[src/rtl/reg_scan_dump_pkg.sv]
// reg_scan_dump_pkg: shared widths, defaults and FSM states for the register scan/dump block
package reg_scan_dump_pkg;
  localparam int DEFAULT_NUM_REGS = 32;
  localparam int DEFAULT_READ_LAT = 1;
  localparam int REG_ADDR_W = 5;
  localparam int DATA_W = 32;
  typedef enum logic [1:0] {IDLE, SETUP, EMIT, DONE} state_t;
endpackage

[src/rtl/reg_scan_dump_if.sv]
// reg_scan_dump_if: dump-beat stream from the scanner to its consumer
interface reg_scan_dump_if;
  import reg_scan_dump_pkg::*;
  logic out_valid, out_ready, out_mismatch, out_last;
  logic [REG_ADDR_W-1:0] out_idx;
  logic [DATA_W-1:0] out_data;
  modport master(output out_valid, out_idx, out_data, out_mismatch, out_last, input out_ready);
  modport slave(input out_valid, out_idx, out_data, out_mismatch, out_last, output out_ready);
endinterface

[src/rtl/reg_scan_cmp.sv]
// reg_scan_cmp: captures one read beat and flags it against its golden value
module reg_scan_cmp
  import reg_scan_dump_pkg::*;
(
  input  logic              clk,
  input  logic              rst,
  input  logic              i_en,
  input  logic [DATA_W-1:0] i_data,
  input  logic [DATA_W-1:0] i_exp,
  output logic [DATA_W-1:0] o_data,
  output logic              o_mismatch,
  output logic              o_neq
);
  logic [DATA_W-1:0] r_data;
  logic r_mismatch;
  assign o_neq = i_data != i_exp;
  assign o_data = r_data;
  assign o_mismatch = r_mismatch;
  // hold the captured beat between captures so it stays stable under back-pressure
  always_ff @(posedge clk) begin
    if (rst) begin
      r_data <= '0;
      r_mismatch <= 1'b0;
    end else if (i_en) begin
      r_data <= i_data;
      r_mismatch <= o_neq;
    end
  end
endmodule

[src/rtl/reg_scan_dump.sv]
// reg_scan_dump: sweeps the core register file, compares against a golden ROM and streams the beats
module reg_scan_dump
  import reg_scan_dump_pkg::*;
#(
  parameter int NUM_REGS = DEFAULT_NUM_REGS,
  parameter int READ_LAT = DEFAULT_READ_LAT
) (
  input  logic                  clk,
  input  logic                  rst,
  input  logic                  start,
  output logic [REG_ADDR_W-1:0] add_R,
  input  logic [DATA_W-1:0]     data_R,
  output logic [REG_ADDR_W-1:0] exp_addr,
  input  logic [DATA_W-1:0]     exp_data,
  reg_scan_dump_if.master       bus,
  output logic                  busy,
  output logic                  done,
  output logic [5:0]            err_count,
  output logic                  pass
);
  localparam logic [1:0] LAT = 2'(READ_LAT);
  localparam logic [REG_ADDR_W-1:0] LAST = REG_ADDR_W'(NUM_REGS - 1);
  state_t r_state;
  logic [REG_ADDR_W-1:0] r_idx;
  logic [1:0] r_lat;
  logic [5:0] r_err;
  logic r_valid, r_last, r_busy, r_done, r_pass;
  logic w_cap, w_neq;
  assign w_cap = r_state == SETUP && r_lat == LAT;
  assign add_R = r_idx;
  assign exp_addr = r_idx;
  assign bus.out_valid = r_valid;
  assign bus.out_idx = r_idx;
  assign bus.out_last = r_last;
  assign busy = r_busy;
  assign done = r_done;
  assign err_count = r_err;
  assign pass = r_pass;
  reg_scan_cmp u_cmp (
    .clk       (clk),
    .rst       (rst),
    .i_en      (w_cap),
    .i_data    (data_R),
    .i_exp     (exp_data),
    .o_data    (bus.out_data),
    .o_mismatch(bus.out_mismatch),
    .o_neq     (w_neq)
  );
  // sweep sequencer: wait out the read latency, capture, present the beat until accepted
  always_ff @(posedge clk) begin
    if (rst) begin
      r_state <= IDLE;
      r_idx <= '0;
      r_lat <= '0;
      r_err <= '0;
      r_valid <= 1'b0;
      r_last <= 1'b0;
      r_busy <= 1'b0;
      r_done <= 1'b0;
      r_pass <= 1'b0;
    end else begin
      case (r_state)
        IDLE: if (start) begin
          r_state <= SETUP;
          r_idx <= '0;
          r_lat <= '0;
          r_err <= '0;
          r_pass <= 1'b0;
          r_busy <= 1'b1;
        end
        SETUP: if (w_cap) begin
          r_state <= EMIT;
          r_lat <= '0;
          r_valid <= 1'b1;
          r_last <= r_idx == LAST;
          r_err <= r_err + 6'(w_neq);
        end else r_lat <= r_lat + 2'd1;
        EMIT: if (bus.out_ready) begin
          r_valid <= 1'b0;
          r_last <= 1'b0;
          if (r_last) begin
            r_state <= DONE;
            r_done <= 1'b1;
            r_pass <= r_err == '0;
          end else begin
            r_state <= SETUP;
            r_idx <= r_idx + 1'b1;
          end
        end
        DONE: begin
          r_state <= IDLE;
          r_done <= 1'b0;
          r_busy <= 1'b0;
        end
        default: r_state <= IDLE;
      endcase
    end
  end
endmodule

[src/flat_wrapper.sv]
// flat-port wrapper written by rule: the top's interface ports become plain ports
module reg_scan_dump_flat import reg_scan_dump_pkg::*;
#(
  parameter int NUM_REGS = DEFAULT_NUM_REGS,
  parameter int READ_LAT = DEFAULT_READ_LAT
)
  (clk, rst, start, add_R, data_R, exp_addr, exp_data, busy, done, err_count, pass, bus_out_valid, bus_out_idx, bus_out_data, bus_out_mismatch, bus_out_last, bus_out_ready);
  reg_scan_dump_if bus_i ();
  input  logic clk;
  input  logic rst;
  input  logic start;
  output logic [REG_ADDR_W-1:0] add_R;
  input  logic [DATA_W-1:0] data_R;
  output logic [REG_ADDR_W-1:0] exp_addr;
  input  logic [DATA_W-1:0] exp_data;
  output logic busy;
  output logic done;
  output logic [5:0] err_count;
  output logic pass;
  output wire logic [$bits(bus_i.out_valid)-1:0] bus_out_valid;
  output wire logic [$bits(bus_i.out_idx)-1:0] bus_out_idx;
  output wire logic [$bits(bus_i.out_data)-1:0] bus_out_data;
  output wire logic [$bits(bus_i.out_mismatch)-1:0] bus_out_mismatch;
  output wire logic [$bits(bus_i.out_last)-1:0] bus_out_last;
  input wire logic [$bits(bus_i.out_ready)-1:0] bus_out_ready;
  assign bus_out_valid = bus_i.out_valid;
  assign bus_out_idx = bus_i.out_idx;
  assign bus_out_data = bus_i.out_data;
  assign bus_out_mismatch = bus_i.out_mismatch;
  assign bus_out_last = bus_i.out_last;
  assign bus_i.out_ready = bus_out_ready;
  reg_scan_dump #(.NUM_REGS(NUM_REGS), .READ_LAT(READ_LAT)) u_core (.clk(clk), .rst(rst), .start(start), .add_R(add_R), .data_R(data_R), .exp_addr(exp_addr), .exp_data(exp_data), .bus(bus_i), .busy(busy), .done(done), .err_count(err_count), .pass(pass));
endmodule
[config.mk]
export PLATFORM = sky130hd
export DESIGN_NAME = reg_scan_dump_flat
export DESIGN_NICKNAME = d
export VERILOG_FILES = /design/src/rtl/reg_scan_dump_pkg.sv /design/src/rtl/reg_scan_dump_if.sv /design/src/rtl/reg_scan_cmp.sv /design/src/rtl/reg_scan_dump.sv /design/src/flat_wrapper.sv
export SDC_FILE = /design/constraint.sdc
export NUM_CORES = 1
export LEC_CHECK = 0
export ABC_AREA = 1
export BUFFER_PORTS_ARGS = -buffer_cell sky130_fd_sc_hd__buf_2
export CELL_PAD_IN_SITES_DETAIL_PLACEMENT = 0
export CELL_PAD_IN_SITES_GLOBAL_PLACEMENT = 2
export CORE_MARGIN = 1
export CORE_UTILIZATION = 23
export DETAILED_ROUTE_END_ITERATION = 12
export GPL_ROUTABILITY_DRIVEN = 0
export PLACE_DENSITY = 0.87
export SLEW_MARGIN = 20
export SYNTH_ARGS = -nofsm -noshare
export SYNTH_HDL_FRONTEND = slang
export SYNTH_SLANG_ARGS = --single-unit
export TNS_END_PERCENT = 100
[constraint.sdc]
create_clock -name clk -period 1.7 [get_ports clk]
set_input_delay 0.17 -clock clk [delete_from_list [all_inputs] [get_ports clk]]
set_output_delay 0.17 -clock clk [all_outputs]
set_load 0.03 [all_outputs]
==> run summary, run 1 <==
longest individual stage delay on the worst path - 470 ps
largest driver fanout on the critical path - 6
overall routing resource usage - 12.4%
number of enable-type register cells in the synthesized netlist - 0
flop2flop setup slack - 200 ps
xor-xnor portion of the synthesized cell area - 6.95%
arrival time worst endpoint - 1680 ps
Max Freq - 0.666 GHz
Bufs on Longest Clock Path - 2
clock latency on the worst-skew pair - 290 ps
post-detail-place hpwl - 5.60 mm
endpoint type of the worst setup path - flip-flop
detailed route wirelength on metal2 - 3.29 mm
total met3 wirelength after detailed routing - 472 um
Detailed Route WL - 7.06 mm
number of setup violations in the final report - 0
flip-flop and latch count after synthesis - 53
hold violation total from the final report - 0
violation count after the first detailed-routing iteration - 82
RSZ-0062 raised after global routing - false
Die ar. - 11900 sq um
FF/Latch Area - 1060 sq um
share of synthesized cell area in full adder, half adder and majority cells - 1.89%
Util after Layout - 32.8%
sequence of cells on the critical path - inv_1, nor2_2, nand2_1, nand2_1, nor2_2, nand2_2, nor2_1, o21ai_0, nor2_1
outcome - complete, no violations
final global-route overflow total - 0
Top Layer Used - met4
post-cts gate resize count - 0
dominant combinational cell family by area after synthesis - simple AND/OR/NAND/NOR gates
antenna violations before repair - 0
area used by multi-input combinational logic - 1290 sq um
# rows - 38
count of yosys warnings during synthesis - 0
origin of the worst min-delay path - data_R[9]
CP max-delay cell - sky130_fd_sc_hd__dfxtp_1
pin slew with the least headroom to its limit - 261 ps
cell type with the largest total area after synthesis - sky130_fd_sc_hd__dfxtp_1
most used standard cells in the synthesized netlist - sky130_fd_sc_hd__nand2_1, sky130_fd_sc_hd__nor2_1, sky130_fd_sc_hd__dfxtp_1
combined area of all synthesized cells - 2650 sq um
total clock sinks - 53
kind of start point of the critical path - flip-flop
WP data required - 1880 ps
cell depth of the worst min-delay path - 3
portion of synthesized cell area occupied by the leading cell type - 40.1%
routed length on met1 - 3.24 mm
area growth from synthesis to final layout - 36.9%
via count of the first global-routing pass - 2517
maximum ir drop on the vdd rail - 0.360 mV
drt via density - 4.10
clock tree from TritonCTS - built
drc violations - 0
cell at the root of the clock tree - sky130_fd_sc_hd__clkbuf_16
Worst R2R Path Depth - 9
Worst Path Class, Setup - flip-flop to flip-flop
FFs w/ async S/R, synth - 0%
Mapped Avg Cell Area - 6.93 sq um
wire length of the first global-routing pass - 11.6 mm
Initial Util - 24.0%
via total after detailed routing - 2664
final period utilization - 88.3%
placed cells - 641
Most used DFF post-synth - sky130_fd_sc_hd__dfxtp_1
Die H - 109 um
reg2reg end - u_core.add_R[3]
Worst-path clk slew - 70 ps
Post-CTS Hold Fix Bufs - 0
largest net degree at the start of global routing - 31
share of cell area taken by muxes after synthesis - 0%
Num CTS Buffers - 5
Min Clock Period, post-route - 1500 ps
H-Tree Depth - 2
number of top-level design ports - 127
basic-gate share of the synthesized area counting and, or, nand and nor cells - 26.2%
share of synthesized area occupied by flip-flops and latches - 40.1%
Horiz. Die Dim - 109 um
core region area - 11000 sq um
count of different cell masters after synthesis - 27
count of filler cells inserted in the layout - 1237
type of the worst min-delay path - primary input to flip-flop
DR pass1 iterations - 4
final antenna-violating net count - 0
area fraction in compound gates after synthesis - 13.6%
layout net count - 580
setup repair bufs after CTS - 0
cell with the most instances after synthesis - sky130_fd_sc_hd__nand2_1
WL per Instance - 10.9 um
maxcap violations - 0
start of the worst register-to-register path - u_core.r_state[1]
Cells after Synth - 382
final antenna diode count - 0
main area contributors after synthesis - sky130_fd_sc_hd__dfxtp_1, sky130_fd_sc_hd__nand2_1, sky130_fd_sc_hd__nor2_1, sky130_fd_sc_hd__o21ai_0, sky130_fd_sc_hd__xnor2_1
syn nets - 454
fraction of final layout cells with drive strength greater than 1 - 31.0%
Max Slew Vio Count - 0
relative slew slack - 82.5%
areal power density over the cells - 916 nW/um^2
Port Buffers - 126
terminating pin of the worst hold path - u_core.u_cmp.o_data[9]
total leakage power - 1.85 nW
non-filler instance count after layout - 649
Worst Clk Skew - 4.87 ps
==> per-stage QoR <==
| stage | setup slack (ps) | cell area [sq um] | power (mW) | hold WS, ps | setup TNS (ps) |
|---|---|---|---|---|---|
| detailed placement | -129 | 3450 | 2.16 | 448 | -436 |
| floorplan | 250 | 2650 | 1.89 | 318 | 0 |
| global placement | -101 | 3450 | 2.15 | 435 | -321 |
| global route | 13.1 | 3620 | 3.52 | 149 | 0 |
| finish | 199 | 3620 | 3.32 | 145 | 0 |
| CTS | 177 | 3620 | 3.38 | 133 | 0 |
==> worst max-delay path by stage <==
stage | cells past startpoint | slack (ps) | startpoint | endpoint
2_1_floorplan | 6 | 250 | u_core.add_R[1] | u_core.add_R[4]
3_3_place_gp | 11 | -100 | data_R[30] | u_core.err_count[1]
3_5_place_dp | 11 | -130 | data_R[30] | u_core.err_count[1]
4_1_cts | 11 | 180 | data_R[30] | u_core.err_count[1]
5_1_grt | 9 | 10 | u_core.r_state[1] | u_core.add_R[3]
6_report | 9 | 200 | u_core.r_state[1] | u_core.add_R[3]
==> registers in the layout (all words and copies together), names as in the netlist <==
signal                   count
u_core.add_R                 5
u_core.busy                  1
u_core.bus.out_valid         1
u_core.err_count             6
u_core.done                  1
u_core.pass                  1
u_core.u_cmp.o_mismatch      1
u_core.u_cmp.o_data         32
u_core.r_state               2
u_core.bus.out_last          1
u_core.r_lat                 2
==> critical path, delay by kind of cell (launching register included) <==
kind                   cells  cell delay (ps)
and+or+nand+nor            7              690
DFF                        1              470
AOI/OAI and AO/OA          1              130
buffers and inverters      1              100
==> area by class of cell <==
type,count,share of cell area (%)
Clock inverter,2,1.04
Sequential cell,53,29.3
Clock buffer,6,3.83
Timing Repair Buffer,140,20.6
Multi-Input combinational cell,261,35.5
Tap cell,140,4.83
Inverter,47,4.87
==> where the power goes <==
group,internal (mW),total [mW],switching (mW),leakage [nW]
Sequential,1.32,1.37,0.0553,0.430
Clock,0.736,1.21,0.469,0.0831
Combinational,0.276,0.742,0.466,1.34
Total,2.33,3.32,0.991,1.85
==> layout by cell type, fill, tap and decap left out, types with 2 or more instances in the layout <==
master and instances:
sky130_fd_sc_hd__nand2_4 2, sky130_fd_sc_hd__nand3_1 3, sky130_fd_sc_hd__xnor2_1 21, sky130_fd_sc_hd__nor2_2 2, sky130_fd_sc_hd__inv_1 45, sky130_fd_sc_hd__a21oi_1 26
sky130_fd_sc_hd__nor2_1 64, sky130_fd_sc_hd__buf_4 13, sky130_fd_sc_hd__o21ai_1 2, sky130_fd_sc_hd__ha_1 4, sky130_fd_sc_hd__dfxtp_1 53, sky130_fd_sc_hd__nor3_1 5
sky130_fd_sc_hd__buf_2 126, sky130_fd_sc_hd__nand2_1 83, sky130_fd_sc_hd__clkbuf_16 5, sky130_fd_sc_hd__nand4_1 2, sky130_fd_sc_hd__o21ai_0 38, sky130_fd_sc_hd__a211oi_1 2
sky130_fd_sc_hd__inv_2 2
==> routing by layer <==
layer | vias to the layer above | track usage (%)
li1 | 1433 | -
met5 | - | 0
met3 | 5 | 3.56
met1 | 1155 | 15.6
met4 | 0 | 3.43
met2 | 71 | 20.5
==> logic make-up after synthesis <==
family	after synthesis
compound gates	70
xor+xnor	21
fa+ha+maj	4
buf+inv	68
flops	53
simple gates	166
No activity file was read; power rests on OpenSTA's default activity.
==> run 2, diff against run 1 <==
--- a/config.mk
+++ b/config.mk
@@ -13,8 +13,8 @@
 export CORE_UTILIZATION = 23
 export DETAILED_ROUTE_END_ITERATION = 12
 export GPL_ROUTABILITY_DRIVEN = 0
-export PLACE_DENSITY = 0.87
-export SLEW_MARGIN = 20
+export PLACE_DENSITY = 0.9
+export SLEW_MARGIN = 40
 export SYNTH_ARGS = -nofsm -noshare
 export SYNTH_HDL_FRONTEND = slang
 export SYNTH_SLANG_ARGS = --single-unit
==> run 2 against run 1 <==
Die area unchanged. Routed wire length rose by 0.27%. Largest power group unchanged. Sequential share of layout area rose by 0.22 points. Critical endpoint is now u_core.err_count[1]. Clock power fell by 4%. Largest cell class unchanged.
==> run summary, run 2 (synthesis gave the netlist of run 1 again) <==
placed standard-cell area - 3430 sq um (was 3450 sq um)
Max Freq - 0.665 GHz (was 0.666 GHz)
sequence of cells on the critical path - buf_2, xnor2_1, nand2_1, nor2_1, nand2_1, nor2_1, nand2_1, ha_1, ha_1, a21oi_1, a211oi_1 (was inv_1, nor2_2, nand2_1, nand2_1, nor2_2, nand2_2, nor2_1, o21ai_0, nor2_1)
setup repair bufs after CTS - 0 (unchanged)
DR pass1 iterations - 4 (unchanged)
overall routing resource usage - 12.4% (about the same)
Die H - 109 um (unchanged)
total met3 wirelength after detailed routing - 411 um (was 472 um)
CP max-delay cell - sky130_fd_sc_hd__ha_1 (was sky130_fd_sc_hd__dfxtp_1)
Seq pwr share - 42.0% (was 41.4%)
layout net count - 578 (was 580)
areal power density over the cells - 911 nW/um^2 (was 916 nW/um^2)
drc violations - 0 (unchanged)
Top cell by count, worst path - sky130_fd_sc_hd__nand2_1
Num CTS Buffers - 5 (unchanged)
switching fraction of total power - 30.1% (was 29.8%)
RSZ-0062 raised after global routing - false (unchanged)
cell depth of the worst min-delay path - 3 (unchanged)
pin slew with the least headroom to its limit - 257 ps (was 261 ps)
kind of start point of the critical path - primary input (was flip-flop)
final period utilization - 88.4% (was 88.3%)
# rows - 38 (unchanged)
Detailed Route WL - 7.08 mm (was 7.06 mm)
Initial Util - 24.0% (unchanged)
Bufs on Longest Clock Path - 2 (unchanged)
arrival time worst endpoint - 1700 ps (was 1680 ps)
via count of the first global-routing pass - 2430 (was 2517)
post-layout instance area - 3600 sq um (was 3620 sq um)
WL per Instance - 10.9 um (about the same)
WP data required - 1900 ps (was 1880 ps)
maxcap violations - 0 (unchanged)
core region area - 11000 sq um (unchanged)
number of setup violations in the final report - 0 (unchanged)
portion of total power attributed to the clock network - 35.5% (was 36.3%)
Max Slew Vio Count - 0 (unchanged)
clock latency on the worst-skew pair - 290 ps (about the same)
Top Layer Used - met4 (unchanged)
Die ar. - 11900 sq um (unchanged)
final hold slack - 149 ps (was 145 ps)
cell at the root of the clock tree - sky130_fd_sc_hd__clkbuf_16 (unchanged)
clock tree from TritonCTS - built (unchanged)
final antenna-violating net count - 0 (unchanged)
cell family with the largest share of critical-path delay - adder cells (was simple AND/OR/NAND/NOR gates)
wire length of the first global-routing pass - 11.6 mm (about the same)
total leakage power - 1.84 nW (was 1.85 nW)
Port Buffers - 126 (unchanged)
total clock sinks - 53 (unchanged)
most common library cell in the layout ignoring fill and taps - sky130_fd_sc_hd__buf_2 (unchanged)
largest net degree at the start of global routing - 46 (was 31)
largest driver fanout on the critical path - 2 (was 6)
detailed route wirelength on metal2 - 3.31 mm (was 3.29 mm)
number of top-level design ports - 127 (unchanged)
placed cells - 639 (was 641)
total net switching power - 988 uW (was 991 uW)
Min Clock Period, post-route - 1500 ps (about the same)
longest individual stage delay on the worst path - 280 ps (was 470 ps)
maximum ir drop on the vdd rail - 0.395 mV (was 0.360 mV)
stages on the worst setup path - 11 (was 9)
Worst R2R Path Depth - 9 (unchanged)
Worst-path clk slew - 70 ps (about the same)
relative slew slack - 82.7% (was 82.5%)
cell-internal power - 2.29 mW (was 2.33 mW)
hold violation total from the final report - 0 (unchanged)
Fin Setup TNS - 0 ps (unchanged)
Horiz. Die Dim - 109 um (unchanged)
drt via density - 4.14 (was 4.10)
non-filler instance count after layout - 647 (was 649)
Comb pwr share - 22.6% (was 22.3%)
endpoint type of the worst setup path - flip-flop (unchanged)
area growth from synthesis to final layout - 36.0% (was 36.9%)
final global-route overflow total - 0 (unchanged)
most used cells in the layout excluding fill and tap cells - sky130_fd_sc_hd__buf_2, sky130_fd_sc_hd__nand2_1, sky130_fd_sc_hd__nor2_1 (unchanged)
Worst Path Class, Setup - primary input to flip-flop (was flip-flop to flip-flop)
fraction of final layout cells with drive strength greater than 1 - 30.8% (was 31.0%)
post-detail-place hpwl - 5.46 mm (was 5.60 mm)
routed length on met1 - 3.33 mm (was 3.24 mm)
type of the worst min-delay path - primary input to flip-flop (unchanged)
flip-flop count of the largest register, all copies and words added - 32 (unchanged)
via total after detailed routing - 2676 (was 2664)
antenna violations before repair - 0 (unchanged)
Worst Clk Skew - 9.56 ps (was 4.87 ps)
Buffers & Inverters on Critical Path - 1 (unchanged)
outcome - complete, no violations (unchanged)
final antenna diode count - 0 (unchanged)
H-Tree Depth - 2 (unchanged)
violation count after the first detailed-routing iteration - 72 (was 82)
## run 2: changes by cell type in the layout (fill, tap and decap cells not counted), sizes merged
cell	change
clkinv	+1
clkinvlp	-1
buf	-2
## run 2: path summary, 6_finish.rpt
check                                  to         startpoint  slack, ps
setup / recovery      u_core.err_count[1]         data_R[24]        200
hold / removal    u_core.u_cmp.o_data[28]         data_R[28]        150
setup reg to reg      u_core.err_count[5]  u_core.r_state[0]        260
hold reg to reg           u_core.r_lat[0]    u_core.r_lat[0]        460
## run 2: final cells by class
cell class | count | area, sq um
Sequential cell | 53 | 1060
Tap cell | 140 | 175
Inverter | 47 | 176
Timing Repair Buffer | 138 | 733
Clock buffer | 6 | 129
Clock inverter | 2 | 38.8
Multi-Input combinational cell | 261 | 1290
Fill cell | 1217 | 7430
## run 2: tightest hold or removal path: stages
cell and delay [ps]:
sky130_fd_sc_hd__buf_2 100, sky130_fd_sc_hd__inv_1 60, sky130_fd_sc_hd__a21oi_1 60
## run 2: what timing repair did
action                     CTS  global route
hold endpoints to repair     0             0
setup endpoints to repair    0             1
hold buffers                 0             0
resized for setup            0             1
## run 2: power by group through the flow
stage / logic, mW / registers [mW] / clock network (mW)
final: 0.740 / 1.38 / 1.16
after global routing: 0.835 / 1.39 / 1.25
after CTS: 0.753 / 1.38 / 1.21
after detailed placement: 0.752 / 1.40 / 0
after global placement: 0.742 / 1.40 / 0
after floorplan: 0.364 / 1.52 / 0
## run 2: through the flow
| step | utilization, % | total power [mW] | setup WS (ps) |
|---|---|---|---|
| floorplan | - | 1.89 | 250 |
| global placement | 31.1 | 2.14 | -130 |
| detailed placement | 31.1 | 2.16 | -158 |
| CTS | 32.6 | 3.34 | 133 |
| global route | 32.6 | 3.48 | 0.799 |
| finish | 32.6 | 3.28 | 197 |
## run 2: layer usage
metal | up-vias | track usage [%]
met4 | 0 | 2.00
met3 | 2 | 4.21
met1 | 1176 | 15.7
met2 | 67 | 20.7
li1 | 1431 | -
met5 | - | 0
